===== src/rtl/reaction_pkg.sv =====
// Shared definitions for the reaction-timer game: FSM states, LFSR constants
// and the 1 ms tick definition.
package reaction_pkg;

    typedef enum logic [1:0] {
        ST_IDLE  = 2'd0,
        ST_COUNT = 2'd1,
        ST_DONE  = 2'd2
    } state_t;

    localparam int               LFSR_W      = 10;
    localparam logic [LFSR_W-1:0] LFSR_SEED  = 10'h001;
    localparam int               LFSR_TAP_HI = 9;
    localparam int               LFSR_TAP_LO = 6;

    // One tick strobe per millisecond; delays are expressed in ticks.
    localparam int TICK_PERIOD_US = 1000;

    // x^10 + x^7 + 1, Fibonacci form, shifting left.
    function automatic logic [LFSR_W-1:0] lfsr_next(input logic [LFSR_W-1:0] q);
        return {q[LFSR_W-2:0], q[LFSR_TAP_HI] ^ q[LFSR_TAP_LO]};
    endfunction

endpackage


===== src/rtl/lfsr10.sv =====
// 10-bit Fibonacci LFSR with enable; escapes the all-zero lockup state by
// reloading the seed on the next clock regardless of the enable.
module lfsr10
    import reaction_pkg::*;
(
    input  logic              clk,
    input  logic              rst_n,
    input  logic              en,
    output logic [LFSR_W-1:0] q
);

    always_ff @(posedge clk or negedge rst_n) begin
        if (!rst_n) begin
            q <= LFSR_SEED;
        end else if (q == '0) begin
            q <= LFSR_SEED;
        end else if (en) begin
            q <= lfsr_next(q);
        end
    end

endmodule


===== src/rtl/random_delay_timer.sv =====
// Random-delay stage: captures MIN_DELAY + LFSR on a start_delay rising edge
// and counts it down in ticks. RANDOM_DELAY_FIXED_EN drops the random part.
//
// state    | meaning
// ---------+--------------------------------------------------
// ST_IDLE  | waiting for a start edge
// ST_COUNT | counting captured delay down on tick (busy=1)
// ST_DONE  | delay elapsed, time_out=1 until en_lfsr or start
module random_delay_timer
    import reaction_pkg::*;
#(
    parameter int MIN_DELAY = 1000,
    parameter int DELAY_W   = 11
) (
    input  logic               clk,
    input  logic               rst_n,
    input  logic               tick,
    input  logic               en_lfsr,
    input  logic               start_delay,
    output logic               time_out,
    output logic               busy,
    output logic [DELAY_W-1:0] delay_ms
);

    state_t              state;
    state_t              state_nxt;
    logic [DELAY_W-1:0]  cnt;
    logic [DELAY_W-1:0]  cnt_nxt;
    logic [DELAY_W-1:0]  delay_nxt;
    logic [DELAY_W-1:0]  capture_val;
    logic [LFSR_W-1:0]   lfsr_q;
    logic                start_q;
    logic                start_edge;

    lfsr10 u_lfsr (
        .clk   (clk),
        .rst_n (rst_n),
        .en    (en_lfsr),
        .q     (lfsr_q)
    );

`ifdef RANDOM_DELAY_FIXED_EN
    logic unused_lfsr;
    assign unused_lfsr = ^lfsr_q;
    assign capture_val = DELAY_W'(MIN_DELAY);
`else
    // lfsr_q is the pre-advance value, so a coincident en_lfsr does not shift it.
    assign capture_val = DELAY_W'(MIN_DELAY) + DELAY_W'(lfsr_q);
`endif

    assign start_edge = start_delay & ~start_q;

    always_comb begin
        state_nxt = state;
        cnt_nxt   = cnt;
        delay_nxt = delay_ms;
        unique case (state)
            ST_IDLE: begin
                if (start_edge) begin
                    state_nxt = ST_COUNT;
                    cnt_nxt   = capture_val;
                    delay_nxt = capture_val;
                end
            end
            ST_COUNT: begin
                // A start edge restarts the countdown and swallows a coincident tick.
                if (start_edge) begin
                    cnt_nxt   = capture_val;
                    delay_nxt = capture_val;
                end else if (tick) begin
                    if (cnt > DELAY_W'(1)) begin
                        cnt_nxt = cnt - DELAY_W'(1);
                    end else begin
                        state_nxt = ST_DONE;
                    end
                end
            end
            ST_DONE: begin
                if (start_edge) begin
                    state_nxt = ST_COUNT;
                    cnt_nxt   = capture_val;
                    delay_nxt = capture_val;
                end else if (en_lfsr) begin
                    state_nxt = ST_IDLE;
                end
            end
            default: begin
                state_nxt = ST_IDLE;
            end
        endcase
    end

    always_ff @(posedge clk or negedge rst_n) begin
        if (!rst_n) begin
            state    <= ST_IDLE;
            cnt      <= '0;
            delay_ms <= '0;
            start_q  <= 1'b0;
            busy     <= 1'b0;
            time_out <= 1'b0;
        end else begin
            state    <= state_nxt;
            cnt      <= cnt_nxt;
            delay_ms <= delay_nxt;
            start_q  <= start_delay;
            busy     <= (state_nxt == ST_COUNT);
            time_out <= (state_nxt == ST_DONE);
        end
    end

endmodule


===== config.mk =====
export PLATFORM = sky130hd
export DESIGN_NAME = random_delay_timer
export DESIGN_NICKNAME = d
export VERILOG_FILES = /design/src/rtl/reaction_pkg.sv /design/src/rtl/lfsr10.sv /design/src/rtl/random_delay_timer.sv
export SDC_FILE = /design/constraint.sdc
export NUM_CORES = 1
export LEC_CHECK = 0
export BUFFER_PORTS_ARGS = -buffer_cell sky130_fd_sc_hd__clkbuf_2
export CAP_MARGIN = 20
export CORE_ASPECT_RATIO = 0.6
export CORE_MARGIN = 8
export CORE_UTILIZATION = 62
export DETAILED_ROUTE_END_ITERATION = 10
export GPL_TIMING_DRIVEN = 1
export HOLD_SLACK_MARGIN = 0.12
export PLACE_DENSITY_LB_ADDON = 0.3
export SLEW_MARGIN = 25
export SYNTH_ARGS = -nofsm -noshare
export SYNTH_HDL_FRONTEND = slang
export SYNTH_SLANG_ARGS = --single-unit

===== constraint.sdc =====
create_clock -name clk -period 3.2 [get_ports clk]
set_clock_uncertainty 0.05 [all_clocks]
set_input_delay 0.64 -clock clk [delete_from_list [all_inputs] [get_ports clk]]
set_output_delay 0.64 -clock clk [all_outputs]
set_load 0.02 [all_outputs]

==> run_results.csv, run 1 <==
group,metric,value,unit
outcome,run_status,"completed",
floorplanning,die_area,5080,sq um
timing,fin_hold_ws,411,ps
clock_network,htreeDepth,2,
synth,synth_edf_count,0,
timing,layout_min_cycle_time,2180,ps
placed_design,numPortBuffers,17,
floorplanning,rows,15,
clock_network,cts_tree,"built",
synth,syn-num-nets,188,
drt,drc,0,
setup_path,crit_path_end,"cnt[3]",
synth,ys_warn_count,0,
final_layout,final_common_cell,"dfrtp_1",
pwr,cellPowerDensity,987,nW/um^2
drt,routed_wl,3.92,mm
clock_network,cts_num_sinks,37,
timing,final.setup.tns,0,ps
timing,slew_viol_final,0,
timing,clock.fmax,0.459,GHz
clock_network,post_cts_buffers,0,
placed_design,dp.cells,229,
setup_path,reg2reg_slack,1020,ps
placed_design,gp_congestion,0.807,
synth,synth_top_cell_area_share,48.3,%
min_path,hold_class,"in2async",
floorplanning,io_pins,18,
final_layout,diodes,0,
setup_path,crit_slowest_cell,"a31oi_4",
synth,synth_cells,180,
floorplanning,start_util,65.0,%
final_layout,final_util,72.4,%
global_routing,grt_pass1_vias,1320,
floorplanning,placeableCoreArea,2870,sq um
synth,synthFlopType,"dfrtp_1",
timing,setup_violations,0,
clock_network,root_buffer,"clkbuf_8",
global_routing,grt_usage,16.0,%
synth,synth_cell_types,38,
drt,avgRoutedWirePerCell,16.5,microns
clock_network,clkLatencyLatePin,290,ps
setup_path,cp-start-kind,"flop",
setup_path,required,3320,ps
setup_path,crit_type,"reg2reg",
final_layout,regArea,927,sq um
final_layout,layoutNonFillerInstCount,237,
global_routing,grt_max_degree,38,
synth,ys_seq_area_share,49.7,%
timing,slew_headroom,40.6,%
synth,syn_area,1870,sq um
pwr,power,2.05,mW
clock_network,ctsHoldBuffers,0,
setup_path,crit_arrival,2300,ps
setup_path,path_cells,"inv_1 > ha_1 > o211a_4 > a31oi_4 > o21ai_0 > a22o_1",
clock_network,cts_resized,0,
clock_network,clkTransAtPathRegs,70,ps
setup_path,worstReg2RegEnd,"cnt[3]",
pwr,p_leak,0.879,nW
clock_network,cts_buffers,5,
synth,yosys-top-cells-area,"dfrtp_1, mux2_2, nand2_1, a21oi_1, o21ai_0",
timing,rsz0062_at_grt,"no",
synth,synth_seq_cells,37,
timing,finalCritPeriodShare,68.1,%
drt,num_vias,1404,
drt,vias_per_cell,5.92,
timing,worstMarginPinSlew,890,ps
clock_network,cts_buffer_depth,2,
setup_path,worst_setup_path_end_kind,"flop",
setup_path,worstPathMaxFanout,23,
setup_path,reg2reg_from,"cnt[1]",
final_layout,nets,202,
timing,final_hold_viol_count,0,
global_routing,grt_pass1_wl,6.33,mm
final_layout,area_delta_synth_final,11.4,%
drt,ant_nets,0,
floorplanning,die_height,58.5,microns
global_routing,antenna_found_initial,0,
setup_path,r2r_cells,6,
synth,syn_avg_cell_area,10.4,sq um
setup_path,slowest_delay,520,ps
pwr,ir_drop,0.546,mV
floorplanning,fp.dieW,86.8,microns
setup_path,startpoint,"cnt[1]",
run,max-cap-violations,0,
final_layout,final_cell_mix,"dfrtp_1, nand2_1, clkbuf_2",
placed_design,dp_hpwl,2.83,mm
final_layout,drive_gt1_share,26.2,%
global_routing,grt-ovfl-total,0,
synth,ys_async_sr_fraction,100,%
drt,first_iter_violations,108,
drt,firstDrtPassIters,4,
final_layout,filler_cell_count,216,
synth,synth_top_area_cell,"dfrtp_1",
final_layout,multi_input_area,868,sq um
## kinds of logic after synthesis
kind of cell               count (synthesis)  synth area share [%]
AOI/OAI and AO/OA                         48                  16.6
xor gates and xnor gates                   6                  2.82
adders and majority gates                  3                  2.01
buffers and inverters                     13                  3.76
DFF                                       37                  49.7
muxes                                     15                  9.05
and+or+nand+nor                           58                  16.1
## Yosys cell counts, types with 2 or more instances
library cell  count
a21oi_1          15
nor4_1            2
inv_1             3
a22o_1            5
clkbuf_1          2
o21ai_0          15
xnor2_1           6
dfrtp_1          36
mux2_2           15
ha_1              3
nand3_1           4
buf_2             5
a22oi_1           2
nor3_1            2
o22ai_1           4
nand2_1          26
nor2_1            8
o21ai_1           2
or3_1             3
and2_1            2
nor3_2            2
buf_6             2
## metrics by stage
step                worst slack (ps)  instance area [sq um]
floorplan                       1490                   1870
global placement                1150                   1940
detailed placement               958                   1940
CTS                             1050                   2080
global route                     890                   2080
finish                          1020                   2080
## power breakdown
group          switching (mW)  internal (mW)
clock                   0.165          0.310
sequential              0.231          0.664
combinational           0.374          0.307
## flip-flops by register name, summed over array words and instances, names as in the netlist
signal,cells
cnt,11
delay_ms,11
u_lfsr.q,10
state,2
busy,1
start_q,1
time_out,1
## worst min-delay path by stage
stage                           start          end  slack [ps]
after detailed placement  delay_ms[3]  delay_ms[3]         420
after CTS                 start_delay      start_q         430
after global routing      start_delay      start_q         430
after floorplan                 rst_n         busy         290
after global placement    delay_ms[6]  delay_ms[6]         410
final                           rst_n  delay_ms[2]         410
## area by class of cell
| cell class | instances | share of cell area (%) |
|---|---|---|
| flip-flops and latches | 37 | 44.6 |
| multi-input cells | 130 | 41.8 |
| repair buffers | 17 | 4.09 |
| clock buffers | 5 | 3.31 |
| clock inverters | 3 | 3.13 |
| well taps | 42 | 2.53 |
| inverters | 3 | 0.542 |
## worst max-delay path: cells and delay by family, from the launching register on
kind / cells / cell delay [ps]
compound gates: 4 / 1330
fa+ha+maj: 1 / 190
buf+inv: 1 / 80
flops: 1 / 410
## routing by layer
layer  global-route usage [%]  up-vias  wire [microns]
met5                        0        -               0
met4                     5.35        0              52
met3                     4.99        9             243
met2                     24.8       46            1830
met1                     20.8      688            1800
li1                         -      661               -
Power figures use the tool's default switching activity.
==> inputs of run 2 (changes only) <==
CORE_UTILIZATION = 52   (was 62)
clock period = 1.8 ns   (was 3.2 ns; I/O delays follow)
==> run_results.csv, run 2 (synthesis gave the netlist of run 1 again) <==
group,metric,value,unit
global_routing,grt-ovfl-total,0,
drt,routed_wl,4.44,mm
setup_path,required,1930,ps
setup_path,crit_slowest_cell,"dfrtp_1",
min_path,hold_class,"in2reg",
outcome,run_status,"completed",
pwr,power_frac_seq,42.2,%
clock_network,cts_tree,"built",
timing,finalCritPeriodShare,96.5,%
global_routing,antenna_found_initial,0,
clock_network,root_buffer,"clkbuf_8",
placed_design,gp_congestion,0.857,
clock_network,clkLatencyLatePin,290,ps
setup_path,crit_type,"reg2reg",
placed_design,dpl_cell_area,2050,sq um
drt,avgRoutedWirePerCell,17.3,microns
drt,vias_per_cell,5.63,
clock_network,clkTransAtPathRegs,70,ps
final_layout,largestRegisters,"cnt x11, delay_ms x11, u_lfsr.q x10",
timing,layout_min_cycle_time,1740,ps
pwr,p_leak,0.947,nW
floorplanning,placeableCoreArea,3340,sq um
floorplanning,fp.dieW,93.3,microns
final_layout,nets,219,
placed_design,numPortBuffers,17,
final_layout,area_delta_synth_final,19.6,%
timing,clock.fmax,0.576,GHz
placed_design,dp_hpwl,3.11,mm
floorplanning,rows,16,
setup_path,slowest_delay,370,ps
final_layout,drive_gt1_share,33.0,%
floorplanning,io_pins,18,
setup_path,worstPathMaxFanout,5,
pwr,power,3.63,mW
drt,num_vias,1446,
global_routing,grt_pass1_vias,1486,
final_layout,diodes,0,
setup_path,worst_setup_path_end_kind,"flop",
timing,final.setup.tns,0,ps
timing,setup_violations,0,
drt,ant_nets,0,
final_layout,final_cell_mix,"dfrtp_1, nand2_1, clkbuf_2",
timing,worstMarginPinSlew,499,ps
setup_path,crit_arrival,1870,ps
global_routing,grt_pass1_wl,7.29,mm
timing,slew_viol_final,0,
setup_path,cp-start-kind,"flop",
clock_network,cts_buffer_depth,2,
floorplanning,die_height,62.4,microns
drt,first_iter_violations,109,
pwr,p_switching,1.45,mW
global_routing,grt_usage,15.9,%
pwr,power_frac_comb,41.1,%
timing,final_hold_viol_count,0,
final_layout,final_common_cell,"dfrtp_1",
pwr,cellPowerDensity,1630,nW/um^2
global_routing,grt_max_degree,38,
floorplanning,start_util,55.8,%
drt,firstDrtPassIters,5,
floorplanning,die_area,5820,sq um
final_layout,final_util,66.7,%
run,max-cap-violations,0,
pwr,ir_drop,1.15,mV
clock_network,cts_buffers,5,
clock_network,cts_num_sinks,37,
setup_path,path_cells,"inv_2 > ha_2 > o211a_4 > a31oi_4 > buf_12 > o21ai_0 > a22o_1",
timing,slew_headroom,66.4,%
pwr,switching_share,40.0,%
drt,drc,0,
timing,fin_hold_ws,156,ps
final_layout,design_area,2230,sq um
pwr,p_int,2.18,mW
pwr,power_frac_clock,16.6,%
clock_network,htreeDepth,2,
run 2: cell count changes in the layout (fill, tap and decap cells not counted), moves of 2 or more:
cell,delta
bufinv_16,-2
clkbuf_1,+2
inv_2,+2
inv_1,-2
ha_1,-2
buf_4,+14
run 2: critical path: cells and delay by family, from the launching register on:
| family | cells | cell delay, ps |
|---|---|---|
| AOI/OAI and AO/OA | 4 | 820 |
| buffers and inverters | 2 | 200 |
| DFF | 1 | 370 |
| adders and majority gates | 1 | 170 |
run 2: power groups by stage:
stage               sequential, mW  clock (mW)  combinational, mW
finish                        1.53       0.603               1.49
floorplan                     1.59           0              0.830
CTS                           1.52       0.618               1.43
global route                  1.58       0.641               1.63
global placement              1.50           0               1.33
detailed placement            1.53           0               1.39
run 2: cell type report:
class	instances	area, sq um
fillers	262	1110
flip-flops and latches	37	927
multi-input cells	130	901
repair buffers	34	245
clock buffers	8	90.1
well taps	45	56.3
inverters	3	11.3
run 2: metal layers:
metal / track usage (%) / vias to the layer above / wire length, microns
met4: 8.98 / 0 / 123
met5: 0 / - / 0
met1: 19.6 / 687 / 1990
met3: 4.44 / 15 / 241
li1: - / 698 / -
met2: 24.3 / 46 / 2080
run 2: repair_timing:
action	CTS	global route
hold buffers	1	0
resized for setup	2	6
setup endpoints to repair	5	5
buffers inserted	1	1
endpoints found under the hold margin	36	0
pin swaps	1	2
cloned	0	1
run 2: worst paths after layout:
kind | start | to | slack [ps] | cells past startpoint
min in group asynchronous | rst_n | delay_ms[0] | 590 | 3
setup reg to reg | cnt[1] | cnt[3] | 60 | 7
hold reg to reg | delay_ms[9] | delay_ms[9] | 430 | 2
hold / removal | start_delay | start_q | 160 | 1
max in group asynchronous | rst_n | u_lfsr.q[0] | 770 | 3
setup / recovery | cnt[1] | cnt[3] | 60 | 7
run 2: metrics by stage:
| step | worst slack (ps) | instances |
|---|---|---|
| after floorplan | 149 | 180 |
| after global placement | 52.5 | 245 |
| after detailed placement | -82.2 | 245 |
| after CTS | 6.78 | 255 |
| after global routing | -16.7 | 257 |
| final | 63.3 | 257 |
